$ cat src/rtl/cmpb_resolve_if.sv
// cmpb_resolve_if
// Bundles the instruction handshake (execute -> resolve unit) and the
// redirect handshake (resolve unit -> fetch).
//   instr_valid / instr_ready / instr / instr_addr : instruction channel
//   redirect_valid / redirect_ready / redirect_addr : redirect channel
// modport slave  : the resolve unit (consumes instructions, produces redirects)
// modport master : the environment (produces instructions, accepts redirects)
interface cmpb_resolve_if #(
  parameter int ADDR_W = 12
);
  logic              instr_valid;
  logic              instr_ready;
  logic [15:0]       instr;
  logic [ADDR_W-1:0] instr_addr;
  logic              redirect_valid;
  logic              redirect_ready;
  logic [ADDR_W-1:0] redirect_addr;

  modport slave (
    input  instr_valid, instr, instr_addr, redirect_ready,
    output instr_ready, redirect_valid, redirect_addr
  );

  modport master (
    output instr_valid, instr, instr_addr, redirect_ready,
    input  instr_ready, redirect_valid, redirect_addr
  );
endinterface

$ cat src/rtl/cmpb_resolve_unit.sv
// cmpb_resolve_unit
// Compare-and-branch resolution for the execute stage. Holds the {S,Z,V,C}
// flag register, evaluates one of eight branch conditions on each accepted
// branch, raises a registered redirect that is held until fetch takes it,
// then discards SQUASH_N wrong-path instructions. Keeps saturating counts of
// resolved and taken branches.
// Ports:
//   clk, rst        clock, asynchronous active-high reset
//   flag_we/flag_in flag register load (also bypassed into the accept cycle)
//   bus             instruction + redirect handshakes (slave modport)
//   resolved        1-cycle pulse after a branch is accepted and evaluated
//   resolved_taken  condition outcome, qualified by resolved
//   squashed        1-cycle pulse after a wrong-path instruction is dropped
//   branch_count    saturating count of resolved branches
//   taken_count     saturating count of taken branches
module cmpb_resolve_unit #(
  parameter int ADDR_W   = 12,
  parameter int DISP_W   = 8,
  parameter int SQUASH_N = 2,
  parameter int CNT_W    = 16
) (
  input  logic              clk,
  input  logic              rst,
  input  logic              flag_we,
  input  logic [3:0]        flag_in,
  cmpb_resolve_if.slave     bus,
  output logic              resolved,
  output logic              resolved_taken,
  output logic              squashed,
  output logic [CNT_W-1:0]  branch_count,
  output logic [CNT_W-1:0]  taken_count
);

  localparam int SQ_W = (SQUASH_N < 1) ? 1 : $clog2(SQUASH_N + 1);

  typedef enum logic [1:0] {
    ST_IDLE   = 2'd0,
    ST_HOLD   = 2'd1,
    ST_SQUASH = 2'd2
  } state_t;

  state_t state, state_nxt;

  // Condition table; flag vector is {S,Z,V,C}.
  function automatic logic cond_eval(input logic [2:0] cond, input logic [3:0] f);
    logic s, z, v, c;
    s = f[3];
    z = f[2];
    v = f[1];
    c = f[0];
    case (cond)
      3'b000:  return z;
      3'b001:  return s ^ v;
      3'b010:  return z | (s ^ v);
      3'b011:  return ~z;
      3'b100:  return c;
      3'b101:  return c | z;
      3'b110:  return 1'b1;
      default: return 1'b0;
    endcase
  endfunction

  // Counter increment that sticks at all-ones instead of wrapping.
  function automatic logic [CNT_W-1:0] sat_inc(input logic [CNT_W-1:0] val);
    return (&val) ? val : val + CNT_W'(1);
  endfunction

  logic [3:0]              flags;
  logic [3:0]              flags_eff;
  logic                    accept;
  logic                    is_branch;
  logic                    taken;
  logic signed [DISP_W-1:0] disp;
  logic signed [ADDR_W-1:0] disp_ext;
  logic [ADDR_W-1:0]       target;
  logic [SQ_W-1:0]         sq_cnt;

  logic                    resolved_p1;
  logic                    resolved_taken_p1;
  logic                    squashed_p1;
  logic [ADDR_W-1:0]       redirect_addr_p1;
  logic [CNT_W-1:0]        branch_count_p1;
  logic [CNT_W-1:0]        taken_count_p1;

  // ---- stage 0: decode and evaluate the presented instruction ----
  assign accept    = bus.instr_valid & bus.instr_ready;
  assign is_branch = (bus.instr[15:14] == 2'b10) && (bus.instr[13:11] == 3'b111);
  // Flags written this very cycle take precedence over the stored copy.
  assign flags_eff = flag_we ? flag_in : flags;
  assign taken     = cond_eval(bus.instr[10:8], flags_eff);
  assign disp      = bus.instr[DISP_W-1:0];
  assign disp_ext  = ADDR_W'(disp);
  // Unsigned add of the sign-extended displacement; carry out is dropped so
  // the target wraps modulo 2^ADDR_W.
  assign target    = bus.instr_addr + ADDR_W'(1) + disp_ext;

  // ---- FSM: state register ----
  always_ff @(posedge clk or posedge rst) begin
    if (rst) begin
      state <= ST_IDLE;
    end else begin
      state <= state_nxt;
    end
  end

  // ---- FSM: next-state logic ----
  always_comb begin
    state_nxt = state;
    case (state)
      ST_IDLE: begin
        if (accept && is_branch && taken) begin
          state_nxt = ST_HOLD;
        end
      end
      ST_HOLD: begin
        if (bus.redirect_ready) begin
          state_nxt = (SQUASH_N == 0) ? ST_IDLE : ST_SQUASH;
        end
      end
      ST_SQUASH: begin
        if (accept && (sq_cnt <= SQ_W'(1))) begin
          state_nxt = ST_IDLE;
        end
      end
      default: state_nxt = ST_IDLE;
    endcase
  end

  // ---- FSM: outputs ----
  always_comb begin
    bus.instr_ready    = 1'b1;
    bus.redirect_valid = 1'b0;
    case (state)
      ST_HOLD: begin
        bus.instr_ready    = 1'b0;
        bus.redirect_valid = 1'b1;
      end
      default: begin
        bus.instr_ready    = 1'b1;
        bus.redirect_valid = 1'b0;
      end
    endcase
  end

  // Flag register follows every write regardless of state.
  always_ff @(posedge clk or posedge rst) begin
    if (rst) begin
      flags <= 4'b0000;
    end else if (flag_we) begin
      flags <= flag_in;
    end
  end

  // Wrong-path counter: armed when fetch takes the redirect, counts down on
  // each instruction accepted while squashing.
  always_ff @(posedge clk or posedge rst) begin
    if (rst) begin
      sq_cnt <= '0;
    end else if ((state == ST_HOLD) && bus.redirect_ready) begin
      sq_cnt <= SQ_W'(SQUASH_N);
    end else if ((state == ST_SQUASH) && accept && (sq_cnt != '0)) begin
      sq_cnt <= sq_cnt - SQ_W'(1);
    end
  end

  // ---- stage 1: registered resolution results ----
  always_ff @(posedge clk or posedge rst) begin
    if (rst) begin
      resolved_p1       <= 1'b0;
      resolved_taken_p1 <= 1'b0;
      squashed_p1       <= 1'b0;
      redirect_addr_p1  <= '0;
      branch_count_p1   <= '0;
      taken_count_p1    <= '0;
    end else begin
      resolved_p1       <= 1'b0;
      resolved_taken_p1 <= 1'b0;
      squashed_p1       <= (state == ST_SQUASH) && accept;
      if ((state == ST_IDLE) && accept && is_branch) begin
        resolved_p1       <= 1'b1;
        resolved_taken_p1 <= taken;
        branch_count_p1   <= sat_inc(branch_count_p1);
        if (taken) begin
          taken_count_p1   <= sat_inc(taken_count_p1);
          // Only loaded on entry to HOLD, so it stays constant while held.
          redirect_addr_p1 <= target;
        end
      end
    end
  end

  assign bus.redirect_addr = redirect_addr_p1;
  assign resolved          = resolved_p1;
  assign resolved_taken    = resolved_taken_p1;
  assign squashed          = squashed_p1;
  assign branch_count      = branch_count_p1;
  assign taken_count       = taken_count_p1;

endmodule

$ cat src/flat_wrapper.sv
// flat-port wrapper written by rule: the top's interface ports become plain ports
module cmpb_resolve_unit_flat 
#(
  parameter int ADDR_W   = 12,
  parameter int DISP_W   = 8,
  parameter int SQUASH_N = 2,
  parameter int CNT_W    = 16
)
  (clk, rst, flag_we, flag_in, resolved, resolved_taken, squashed, branch_count, taken_count, bus_instr_valid, bus_instr, bus_instr_addr, bus_redirect_ready, bus_instr_ready, bus_redirect_valid, bus_redirect_addr);
  cmpb_resolve_if #(.ADDR_W(ADDR_W)) bus_i ();
  input  logic clk;
  input  logic rst;
  input  logic flag_we;
  input  logic [3:0] flag_in;
  output logic resolved;
  output logic resolved_taken;
  output logic squashed;
  output logic [CNT_W-1:0] branch_count;
  output logic [CNT_W-1:0] taken_count;
  input wire logic [$bits(bus_i.instr_valid)-1:0] bus_instr_valid;
  input wire logic [$bits(bus_i.instr)-1:0] bus_instr;
  input wire logic [$bits(bus_i.instr_addr)-1:0] bus_instr_addr;
  input wire logic [$bits(bus_i.redirect_ready)-1:0] bus_redirect_ready;
  output wire logic [$bits(bus_i.instr_ready)-1:0] bus_instr_ready;
  output wire logic [$bits(bus_i.redirect_valid)-1:0] bus_redirect_valid;
  output wire logic [$bits(bus_i.redirect_addr)-1:0] bus_redirect_addr;
  assign bus_i.instr_valid = bus_instr_valid;
  assign bus_i.instr = bus_instr;
  assign bus_i.instr_addr = bus_instr_addr;
  assign bus_i.redirect_ready = bus_redirect_ready;
  assign bus_instr_ready = bus_i.instr_ready;
  assign bus_redirect_valid = bus_i.redirect_valid;
  assign bus_redirect_addr = bus_i.redirect_addr;
  cmpb_resolve_unit #(.ADDR_W(ADDR_W), .DISP_W(DISP_W), .SQUASH_N(SQUASH_N), .CNT_W(CNT_W)) u_core (.clk(clk), .rst(rst), .flag_we(flag_we), .flag_in(flag_in), .bus(bus_i), .resolved(resolved), .resolved_taken(resolved_taken), .squashed(squashed), .branch_count(branch_count), .taken_count(taken_count));
endmodule
$ cat config.mk
export PLATFORM = sky130hd
export DESIGN_NAME = cmpb_resolve_unit_flat
export DESIGN_NICKNAME = d
export VERILOG_FILES = /design/src/rtl/cmpb_resolve_if.sv /design/src/rtl/cmpb_resolve_unit.sv /design/src/flat_wrapper.sv
export SDC_FILE = /design/constraint.sdc
export NUM_CORES = 1
export LEC_CHECK = 0
export BUFFER_PORTS_ARGS = -buffer_cell sky130_fd_sc_hd__buf_2
export CORE_ASPECT_RATIO = 0.6
export CORE_MARGIN = 5
export CORE_UTILIZATION = 48
export DETAILED_ROUTE_END_ITERATION = 8
export HOLD_SLACK_MARGIN = 0.15
export MAX_ROUTING_LAYER = met4
export PLACE_DENSITY = 0.79
export RECOVER_POWER = 25
export SLEW_MARGIN = 20
export SYNTH_ARGS = -nofsm -noshare
export SYNTH_HDL_FRONTEND = slang
export SYNTH_SLANG_ARGS = --single-unit
$ cat constraint.sdc
create_clock -name clk -period 2 [get_ports clk]
set_input_delay 0.5 -clock clk [delete_from_list [all_inputs] [get_ports clk]]
set_output_delay 0.5 -clock clk [all_outputs]
set_load 0.02 [all_outputs]
==> metrics <==
PwrDens 663.6 nW/um^2; commonest cells after routing, fill and taps aside buf_2 (85), dfrtp_1 (55), buf_4 (44); synthesized flop and latch total 55; die height approximately 73 microns; Layout area overhead 30.58%; logic gate share of total power 28.5%; pre-CTS setup slack -249.9 ps; Pint between 1500 and 2000 uW; core area approximately 6600 sq um; flop2flop setup slack ~100 ps; Distinct cells, synth 53; RSZ-0062 raised after global routing no; drt total wl 8.351 mm; Worst-Margin Slew between 600 and 700 ps; Lkg Pwr 0.002167 uW; largest net degree at the start of global routing 28; Seq/Total Area, Yosys between 40% and 50%; Post-Synth XOR/XNOR Area between 9 and 10%; Worst Reg-to-Reg Cells 6; crit path max fanout 3; P_sw around 900 uW; Fmax roughly 0.52 GHz; asr flop ratio synth between 90% and 100%; DR WL/cell 16.00 microns; cell taking the most area after synthesis dfrtp_1; final setup violation count 0; proportion of synthesized area in mux cells under 10%; critical path required time approximately 2200 ps; initial antenna violation count 0; DRT antenna net count 0; Hold Vio Cnt, Final 0; register share of total power 47.3%; Main synth FF type dfrtp_1; synthesized area ~3200 sq um; Post-Synth Adder-Cell Area 6.459%; largest family of logic cells by synthesized area simple AND/OR/NAND/NOR gates; DR vias about 2.8k; H-tree Lvls 2; vias in the first global route between 2k and 3k; first-pass GRT wire length 13.51 mm; hpwl dp between 6 and 7 mm; Clk pwr share 24.2%; post-synthesis compound-gate area fraction between 10% and 20%; number of synthesized flops with an enable pin 0; clk sinks 55; clk_skew approximately 12 ps; beginning of the critical path bus_instr_addr[4]; n_diodes 0; Sw Ratio around 32%; final-report max-slew violation count 0; synthesized instance count just over 300; critical path type input pin to register; DR vias/cell between 5 and 6; I/O pins 86; Crit. End Element register; Worst VDD drop around 0.38 mV; YS warnings 0; Mapped Avg Cell Area ~11 sq um; Rows 23; crit share post-route 95.76%; CTS clk-pin slew, worst paths between 100 and 150 ps; TritonCTS Buffers 5; worst setup path end u_core.bus.redirect_addr[11]; starting density of the core about 49%; share of cells above drive strength 1 between 30% and 40%; worst hold slack 388.0 ps; port bufs 85; max-cap viol count 0; Overflow after GRT 0; CP startpoint kind input pin; all-layer global routing usage ~21%; Die Area about 8500 sq um; most common cell after layout, fill and taps aside buf_2; Final WS setup 84.88 ps; Synthesized Nets 357; CP Data Arrival Time between 2000 and 2500 ps; Clock Path Buffers 2; reg2reg start u_core.state[0]; CTS tree built; status completed; Critical R2R Capture u_core.taken_count[12]; DRC 0; Simple-Gate Fraction of Synth Area 16.81%; placer congestion estimate between 0.9 and 1; Tmin final around 1900 ps; Rel. slew slack 53.40%; Skew-Pair Late Insertion Delay ~320 ps; top cell type's share of synthesized area a little over two fifths; drt pass-1 iters 4; NumNets Final 487; top cells by area, synth dfrtp_1 (43%), ha_1 (5.8%), xnor2_1 (5.7%); die width about 120 microns; drt first-iter violations 190; Hold Path Class input pin to register; Root Buffer clkbuf_8
-- repair_timing --
item	CTS	global route
setup endpoints to repair	1	10
hold buffers	1	0
hold endpoints to repair	1	0
gates cloned	0	0
setup buffers	0	0
resized for setup	1	5
-- through the flow --
step | power (uW) | cell area [sq um] | cells | util [%] | setup TNS, ps
4_1_cts | 2814 | 4198 | 522 | 63.70 | 0
3_3_place_gp | 2099 | 4084 | 513 | 61.97 | -3839
3_5_place_dp | 2137 | 4084 | 513 | 61.97 | -4618
6_report | 2786 | 4199 | 522 | 63.72 | 0
2_1_floorplan | 1820 | 3246 | 304 | - | -1121
5_1_grt | 2951 | 4199 | 522 | 63.72 | 0
-- routing by layer --
metal	global-route usage (%)	up-vias	share of wire (%)
met5	-	-	0
met4	4.505	0	0.86
met3	3.539	7	7.1
met2	31.86	88	44
met1	28.70	1371	48
li1	-	1375	-
-- layout make-up --
type,count,area (sq um)
Clock buffer,6,82.58
Clock inverter,2,16.27
Fill cell,538,2391
Inverter,13,56.30
Multi-Input combinational cell,226,1775
Sequential cell,55,1376
Tap cell,87,108.9
Timing Repair Buffer,133,783.3
-- sequential cells by signal, indices dropped and copies added, names as in the netlist --
signal,flops
u_core.branch_count,16
u_core.taken_count,16
u_core.sq_cnt,2
u_core.squashed,1
u_core.bus.redirect_addr,12
u_core.resolved_taken,1
u_core.state,2
u_core.resolved,1
u_core.flags,4
-- worst min path at each step --
stage	startpoint	to	slack, ps	cells after the start
final	bus_redirect_ready	u_core.sq_cnt[0]	390	2
after global routing	bus_redirect_ready	u_core.sq_cnt[0]	400	2
after CTS	bus_redirect_ready	u_core.sq_cnt[0]	380	2
after detailed placement	rst	u_core.bus.redirect_addr[10]	360	2
after global placement	rst	u_core.bus.redirect_addr[10]	360	2
after floorplan	u_core.state[0]	u_core.state[1]	460	1
-- synthesized netlist by cell type (all sizes together), types with 2 or more instances --
cell	number
nor2	6
nand3	7
nand2	22
nand4	19
nand3b	2
inv	13
and2	2
a21o	2
xnor2	21
o21ba	3
nand2b	5
and4b	2
and4	5
o21ai	16
or2	5
and3	6
clkbuf	5
a2111oi	3
a21oi	11
mux2	13
dfrtp	55
a211oi	12
xor2	15
ha	15
o31ai	3
a31oi	3
o211ai	3
and3b	3
buf	5
nor3	6
o21a	2
-- power groups by stage --
stage / clock network (uW) / logic, uW / registers, uW
final: 675 / 795 / 1320
after global routing: 742 / 875 / 1330
after CTS: 693 / 803 / 1320
after detailed placement: 0 / 798 / 1340
after global placement: 0 / 769 / 1330
after floorplan: 0 / 389 / 1430
-- critical path, cell delays in order --
cell      delay (ps)
buf_2            100
ha_1             320
a21o_1           180
nand2b_1         160
o2111a_1         250
or4_1            460
a31oi_1          180
-- kinds of logic (layout without fill, tap and decap cells) --
family,count (synthesis),after routing
buffers and inverters,23,154
multiplexers,15,15
AND/OR/NAND/NOR,94,94
XOR/XNOR,36,36
adder cells (fa/ha/maj),16,16
AO/OA/AOI/OAI,65,65
flip-flops,55,55
Power figures use the tool's default switching activity.
